==> config.mk <==
export PLATFORM = sky130hd
export DESIGN_NAME = data_c_frame_concat
export DESIGN_NICKNAME = d
export VERILOG_FILES = /design/src/rtl/data_c_frame_concat.sv
export SDC_FILE = /design/constraint.sdc
export NUM_CORES = 1
export LEC_CHECK = 0
export ABC_AREA = 1
export BUFFER_PORTS_ARGS = -buffer_cell sky130_fd_sc_hd__buf_2
export CAP_MARGIN = 20
export CORE_ASPECT_RATIO = 0.6
export CORE_MARGIN = 3
export CORE_UTILIZATION = 35
export DETAILED_ROUTE_END_ITERATION = 12
export GPL_ROUTABILITY_DRIVEN = 0
export GPL_TIMING_DRIVEN = 1
export PLACE_DENSITY = 0.57
export SETUP_SLACK_MARGIN = 0.3
export SLEW_MARGIN = 25
export SYNTH_ARGS = -nofsm -noshare
export SYNTH_HDL_FRONTEND = slang
export SYNTH_SLANG_ARGS = --single-unit
==> constraint.sdc <==
create_clock -name clock -period 3.2 [get_ports clock]
set_input_delay 0.32 -clock clock [delete_from_list [all_inputs] [get_ports clock]]
set_output_delay 0.32 -clock clock [all_outputs]
set_load 0.1 [all_outputs]
==> src/rtl/data_c_frame_concat.sv <==
// -----------------------------------------------------------------------------
// data_c_frame_concat
//
// Merges up to NUM ordered input segments (segment 0 first) into one output
// frame. A run-time mask picks which segments take part in each frame; the
// mask is latched at frame start and held for the whole frame. Output goes
// through a 2-entry in-order skid stage so one beat per cycle is sustained
// and s_ready depends only on registers (state, cur, occupancy).
//
// Parameters:
//   NUM   number of input segments (2..8)
//   DSIZE data width in bits
//
// Ports:
//   clock      rising-edge clock
//   rst_n      asynchronous active-low reset
//   seg_mask   segment enable mask, sampled at frame start
//   s_data     segment i data at [i*DSIZE +: DSIZE]
//   s_valid    per-segment valid
//   s_last     per-segment last beat of that segment
//   s_ready    per-segment ready (only the current segment is ever ready)
//   m_data     output data
//   m_valid    output valid
//   m_last     final beat of the frame
//   m_seg      source segment index of the current output beat
//   m_ready    output ready
//   frame_cnt  completed-frame counter (only with DATA_C_FRAME_CONCAT_FCNT_EN)
//
// Optional feature macro: DATA_C_FRAME_CONCAT_FCNT_EN
//
// States:
//   IDLE | no frame in progress, waiting for a nonzero seg_mask
//   RUN  | forwarding beats of segment cur within the latched mask_r
// -----------------------------------------------------------------------------
module data_c_frame_concat #(
    parameter int NUM   = 3,
    parameter int DSIZE = 32,
    localparam int SW   = (NUM > 2) ? $clog2(NUM) : 1
) (
    input  logic                 clock,
    input  logic                 rst_n,
    input  logic [NUM-1:0]       seg_mask,
    input  logic [NUM*DSIZE-1:0] s_data,
    input  logic [NUM-1:0]       s_valid,
    input  logic [NUM-1:0]       s_last,
    output logic [NUM-1:0]       s_ready,
    output logic [DSIZE-1:0]     m_data,
    output logic                 m_valid,
    output logic                 m_last,
    output logic [SW-1:0]        m_seg,
    input  logic                 m_ready
`ifdef DATA_C_FRAME_CONCAT_FCNT_EN
   ,output logic [15:0]          frame_cnt
`endif
);

    typedef enum logic {IDLE, RUN} state_t;

    state_t           state;
    logic [SW-1:0]    cur;
    logic [NUM-1:0]   mask_r;

    logic [1:0]       occ;
    logic [DSIZE-1:0] buf_data;
    logic [SW-1:0]    buf_seg;
    logic             buf_last;

    logic             push;
    logic             pop;
    logic [DSIZE-1:0] in_data;
    logic             in_last;
    logic             higher;
    logic             frame_last;

    function automatic logic [SW-1:0] lowest_set(input logic [NUM-1:0] m);
        logic [SW-1:0] r;
        r = '0;
        for (int i = NUM - 1; i >= 0; i--) begin
            if (m[i]) r = SW'(i);
        end
        return r;
    endfunction

    function automatic logic [SW-1:0] next_set(input logic [NUM-1:0] m,
                                               input logic [SW-1:0]  c);
        logic [SW-1:0] r;
        r = c;
        for (int i = NUM - 1; i >= 0; i--) begin
            if (m[i] && (SW'(i) > c)) r = SW'(i);
        end
        return r;
    endfunction

    // Ready is a pure decode of registers, so there is no path from m_ready.
    always_comb begin
        s_ready = '0;
        for (int i = 0; i < NUM; i++) begin
            s_ready[i] = (state == RUN) && (occ != 2'd2) && (cur == SW'(i));
        end
    end

    always_comb begin
        in_data = '0;
        in_last = 1'b0;
        higher  = 1'b0;
        for (int i = 0; i < NUM; i++) begin
            if (cur == SW'(i)) begin
                in_data = s_data[i*DSIZE +: DSIZE];
                in_last = s_last[i];
            end
            if (mask_r[i] && (SW'(i) > cur)) higher = 1'b1;
        end
    end

    assign push       = |(s_valid & s_ready);
    assign pop        = m_valid && m_ready;
    assign frame_last = in_last && !higher;
    assign m_valid    = (occ != 2'd0);

    always_ff @(posedge clock or negedge rst_n) begin
        if (!rst_n) begin
            state  <= IDLE;
            cur    <= '0;
            mask_r <= '0;
        end else begin
            case (state)
                IDLE: begin
                    if (|seg_mask) begin
                        mask_r <= seg_mask;
                        cur    <= lowest_set(seg_mask);
                        state  <= RUN;
                    end
                end
                RUN: begin
                    if (push && in_last) begin
                        if (higher) begin
                            cur <= next_set(mask_r, cur);
                        end else if (|seg_mask) begin
                            // Back-to-back frame: re-latch without a bubble.
                            mask_r <= seg_mask;
                            cur    <= lowest_set(seg_mask);
                        end else begin
                            state <= IDLE;
                        end
                    end
                end
                default: state <= IDLE;
            endcase
        end
    end

    // Skid stage: m_* is the head entry, buf_* holds the second entry.
    always_ff @(posedge clock or negedge rst_n) begin
        if (!rst_n) begin
            occ      <= 2'd0;
            m_data   <= '0;
            m_seg    <= '0;
            m_last   <= 1'b0;
            buf_data <= '0;
            buf_seg  <= '0;
            buf_last <= 1'b0;
        end else begin
            case (occ)
                2'd0: begin
                    if (push) begin
                        m_data <= in_data;
                        m_seg  <= cur;
                        m_last <= frame_last;
                        occ    <= 2'd1;
                    end
                end
                2'd1: begin
                    if (push && pop) begin
                        m_data <= in_data;
                        m_seg  <= cur;
                        m_last <= frame_last;
                    end else if (push) begin
                        buf_data <= in_data;
                        buf_seg  <= cur;
                        buf_last <= frame_last;
                        occ      <= 2'd2;
                    end else if (pop) begin
                        occ <= 2'd0;
                    end
                end
                default: begin
                    // Full: no push is possible, only drain the buffer.
                    if (pop) begin
                        m_data <= buf_data;
                        m_seg  <= buf_seg;
                        m_last <= buf_last;
                        occ    <= 2'd1;
                    end
                end
            endcase
        end
    end

`ifdef DATA_C_FRAME_CONCAT_FCNT_EN
    always_ff @(posedge clock or negedge rst_n) begin
        if (!rst_n) begin
            frame_cnt <= 16'd0;
        end else if (m_valid && m_ready && m_last) begin
            frame_cnt <= frame_cnt + 16'd1;
        end
    end
`endif

endmodule

==> impl_metrics.csv <==
group,metric,value,unit
run_status,outcome,"complete, no violations",
route,ant_nets,0,
cells_and_area,drive_above_1_share,27.79,%
route,vias,3829,
timing,fin_hold_ws,10.53,ps
critical_path,critPathLaunchType,"flop",
global_routing,grt_pass1_vias,3854,
timing,slew_violations,0,
clocking,htree_levels,3,
route,drc,0,
timing,max_slew_margin,42.94,%
cells_and_area,fin_nets,760,
die,std_cell_rows,29,
cells_and_area,fin_util,47.18,%
clocking,cts_resized,0,
yosys,synthMuxAreaShare,7.779,%
critical_path,worstSetupEndpointType,"output pin",
cells_and_area,n_fill_cell,1104,
yosys,synth_fa_ha_area_share,0,%
yosys,syn_inst,521,
cells_and_area,syn2layout_area_growth,25.98,%
critical_path,critPathMaxStageDelay,570,ps
yosys,ys_warn_count,0,
die,ios,147,
yosys,ys_ff_latch,77,
place,port_buffers,146,
yosys,synthSimpleGateAreaFrac,29.14,%
critical_path,crit_chain,"a21oi_2 > inv_1 > nor3_1 > buf_2",
critical_path,r2r_cells,8,
die,core,10990,sq um
critical_path,crit_arrival,1860,ps
clocking,numCtsBuffers,9,
yosys,synth_nets,629,
timing,setup_tns,0,ps
timing,rsz0062_at_grt,"no",
timing,max_freq,458.4,MHz
job,cap_violations,0,
route,vias_per_cell,4.727,
timing,fin_crit,2182,ps
clocking,post-cts-setup-buffers,0,
timing,setup_viol,0,
yosys,post_synth.cell_area_avg,7.903,sq um
timing,tightest_slew,853.9,ps
min_path,hold_class,"input port to async pin",
timing,finalWorstSetupSlack,1018,ps
global_routing,grtUsageTotal,17.99,%
clocking,clkLatencyLatePin,330,ps
die,die_w,146.0,um
critical_path,worstSetupPathType,"flop to output pin",
global_routing,overflow,0,
clocking,clkSlewWorstSetupHoldPaths,60,ps
route,routedWlPerCell,14.17,um
place,dpl.hpwl,7972,um
timing,period_share,68.18,%
timing,hold_viol,0,
route,dr.first_iter.drc_count,166,
yosys,netlist_area,4118,sq um
global_routing,grt_pass1_wl,19260,um
die,die_h,90.02,um
route,wirelength,11480,um
critical_path,critPathSlowestCell,"dfrtp_2",
clocking,holdBufCountCts,0,
timing,fin_skew,8.771,ps
global_routing,antenna_found_initial,0,
critical_path,critPathRequiredTime,2880,ps
clocking,cts_tree,"done",
global_routing,grt_max_degree,78,
route,first_pass_iters,4,
place,pre_cts_ws,1046,ps
clocking,cts_root_buffer,"clkbuf_16",
yosys,synth_cell_types,26,
die,start_util,37.45,%
die,die_area,13140,sq um
clocking,clock_sinks,77,
yosys,synth_seq_area_share,46.79,%
critical_path,critPathMaxFanout,17,
cells_and_area,antennaDiodeCount,0,
yosys,synth_top_family_by_area,"simple AND/OR/NAND/NOR gates",
yosys,synth-xor-area-share,0,%
yosys,synth-compound-area-share,9.906,%
clocking,clockBufferDepth,2,
placed cells by master, fill, tap and decap left out, drive strengths merged:
cell type / netlist / layout
o21ai: 72 / 72
nand4: 3 / 3
mux2i: 32 / 32
bufinv: 0 / 1
o31ai: 1 / 1
clkinvlp: 0 / 2
a21oi: 6 / 6
nand2: 232 / 232
clkinv: 0 / 1
nand3: 38 / 38
or2: 1 / 1
inv: 13 / 13
nor2: 10 / 10
dfrtp: 77 / 77
nor3: 3 / 3
buf: 31 / 152
o22ai: 1 / 1
clkbuf: 1 / 10
worst paths after layout:
check / slack [ps] / end / from
hold / removal: 10 / buf_seg[0]$_DFFE_PN0P_ / rst_n
min in group clock: 200 / occ[1]$_DFFE_PN0P_ / m_ready
setup / recovery: 1020 / s_ready[0] / occ[1]$_DFFE_PN0P_
max in group asynchronous: 2670 / occ[1]$_DFFE_PN0P_ / rst_n
hold reg to reg: 480 / buf_data[24]$_DFFE_PN0P_ / buf_data[24]$_DFFE_PN0P_
setup reg to reg: 1020 / buf_data[2]$_DFFE_PN0P_ / cur[1]$_DFFE_PN0P_
per-stage QoR:
stage / instances / instance area, sq um
global route: 810 / 5187
CTS: 810 / 5184
detailed placement: 796 / 4895
floorplan: 521 / 4118
finish: 810 / 5187
global placement: 796 / 4895
critical path: cells and delay by family (launching register included):
kind            cells  cell delay [ps]
compound gates      1              220
flops               1              570
simple gates        1              180
buf+inv             2              560
state kept, by name, indices dropped and copies added, names as in the netlist:
| name | flops |
|---|---|
| mask_r | 2 |
| buf_seg | 2 |
| buf_data | 32 |
| state | 1 |
| m_data | 32 |
| cur | 2 |
| m_seg | 2 |
| m_last | 1 |
| buf_last | 1 |
| occ | 2 |
per-layer routing:
| layer | global-route usage (%) | vias to the layer above | share of wire, % |
|---|---|---|---|
| met4 | 4.773 | 0 | 0.76 |
| li1 | - | 1966 | - |
| met5 | 0 | - | 0 |
| met2 | 26.05 | 147 | 40 |
| met1 | 25.08 | 1707 | 50 |
| met3 | 7.085 | 9 | 9.5 |
layout make-up:
class / count / area, sq um / area share (%)
multi-input cells: 399 / 1931 / 37.22
flip-flops and latches: 77 / 1928 / 37.17
repair buffers: 152 / 794.5 / 15.32
clock buffers: 10 / 239.0 / 4.607
well taps: 155 / 193.9 / 3.739
inverters: 13 / 51.30 / 0.9889
clock inverters: 4 / 50.05 / 0.9648
kinds of logic (layout without fill, tap and decap cells):
logic type	after synthesis	in the layout
DFF	77	77
AOI/OAI and AO/OA	80	80
buffers and inverters	45	179
and+or+nand+nor	287	287
muxes	32	32
synth_stat cells:
library cell,number,share of area [%]
clkbuf_1,1,0.091
nor2_4,2,0.55
nand2_1,231,21
nand4_1,2,0.30
o31ai_1,1,0.18
buf_2,19,2.3
buf_1,3,0.27
nor2_8,2,0.97
nand2_2,1,0.15
o22ai_1,1,0.15
o21ai_1,38,4.6
nand3_1,37,4.5
or2_2,1,0.15
buf_6,9,2.5
a21oi_2,1,0.21
nand4_2,1,0.30
nor3_1,3,0.36
nor2_1,6,0.55
mux2i_1,32,7.8
inv_4,1,0.15
a21oi_1,5,0.61
nand3_2,1,0.24
inv_1,8,0.73
dfrtp_1,77,47
inv_2,4,0.36
o21ai_0,34,4.1
Power is not shown: default switching activity piles up to over one toggle a cycle in this logic, so the estimate is an artifact.
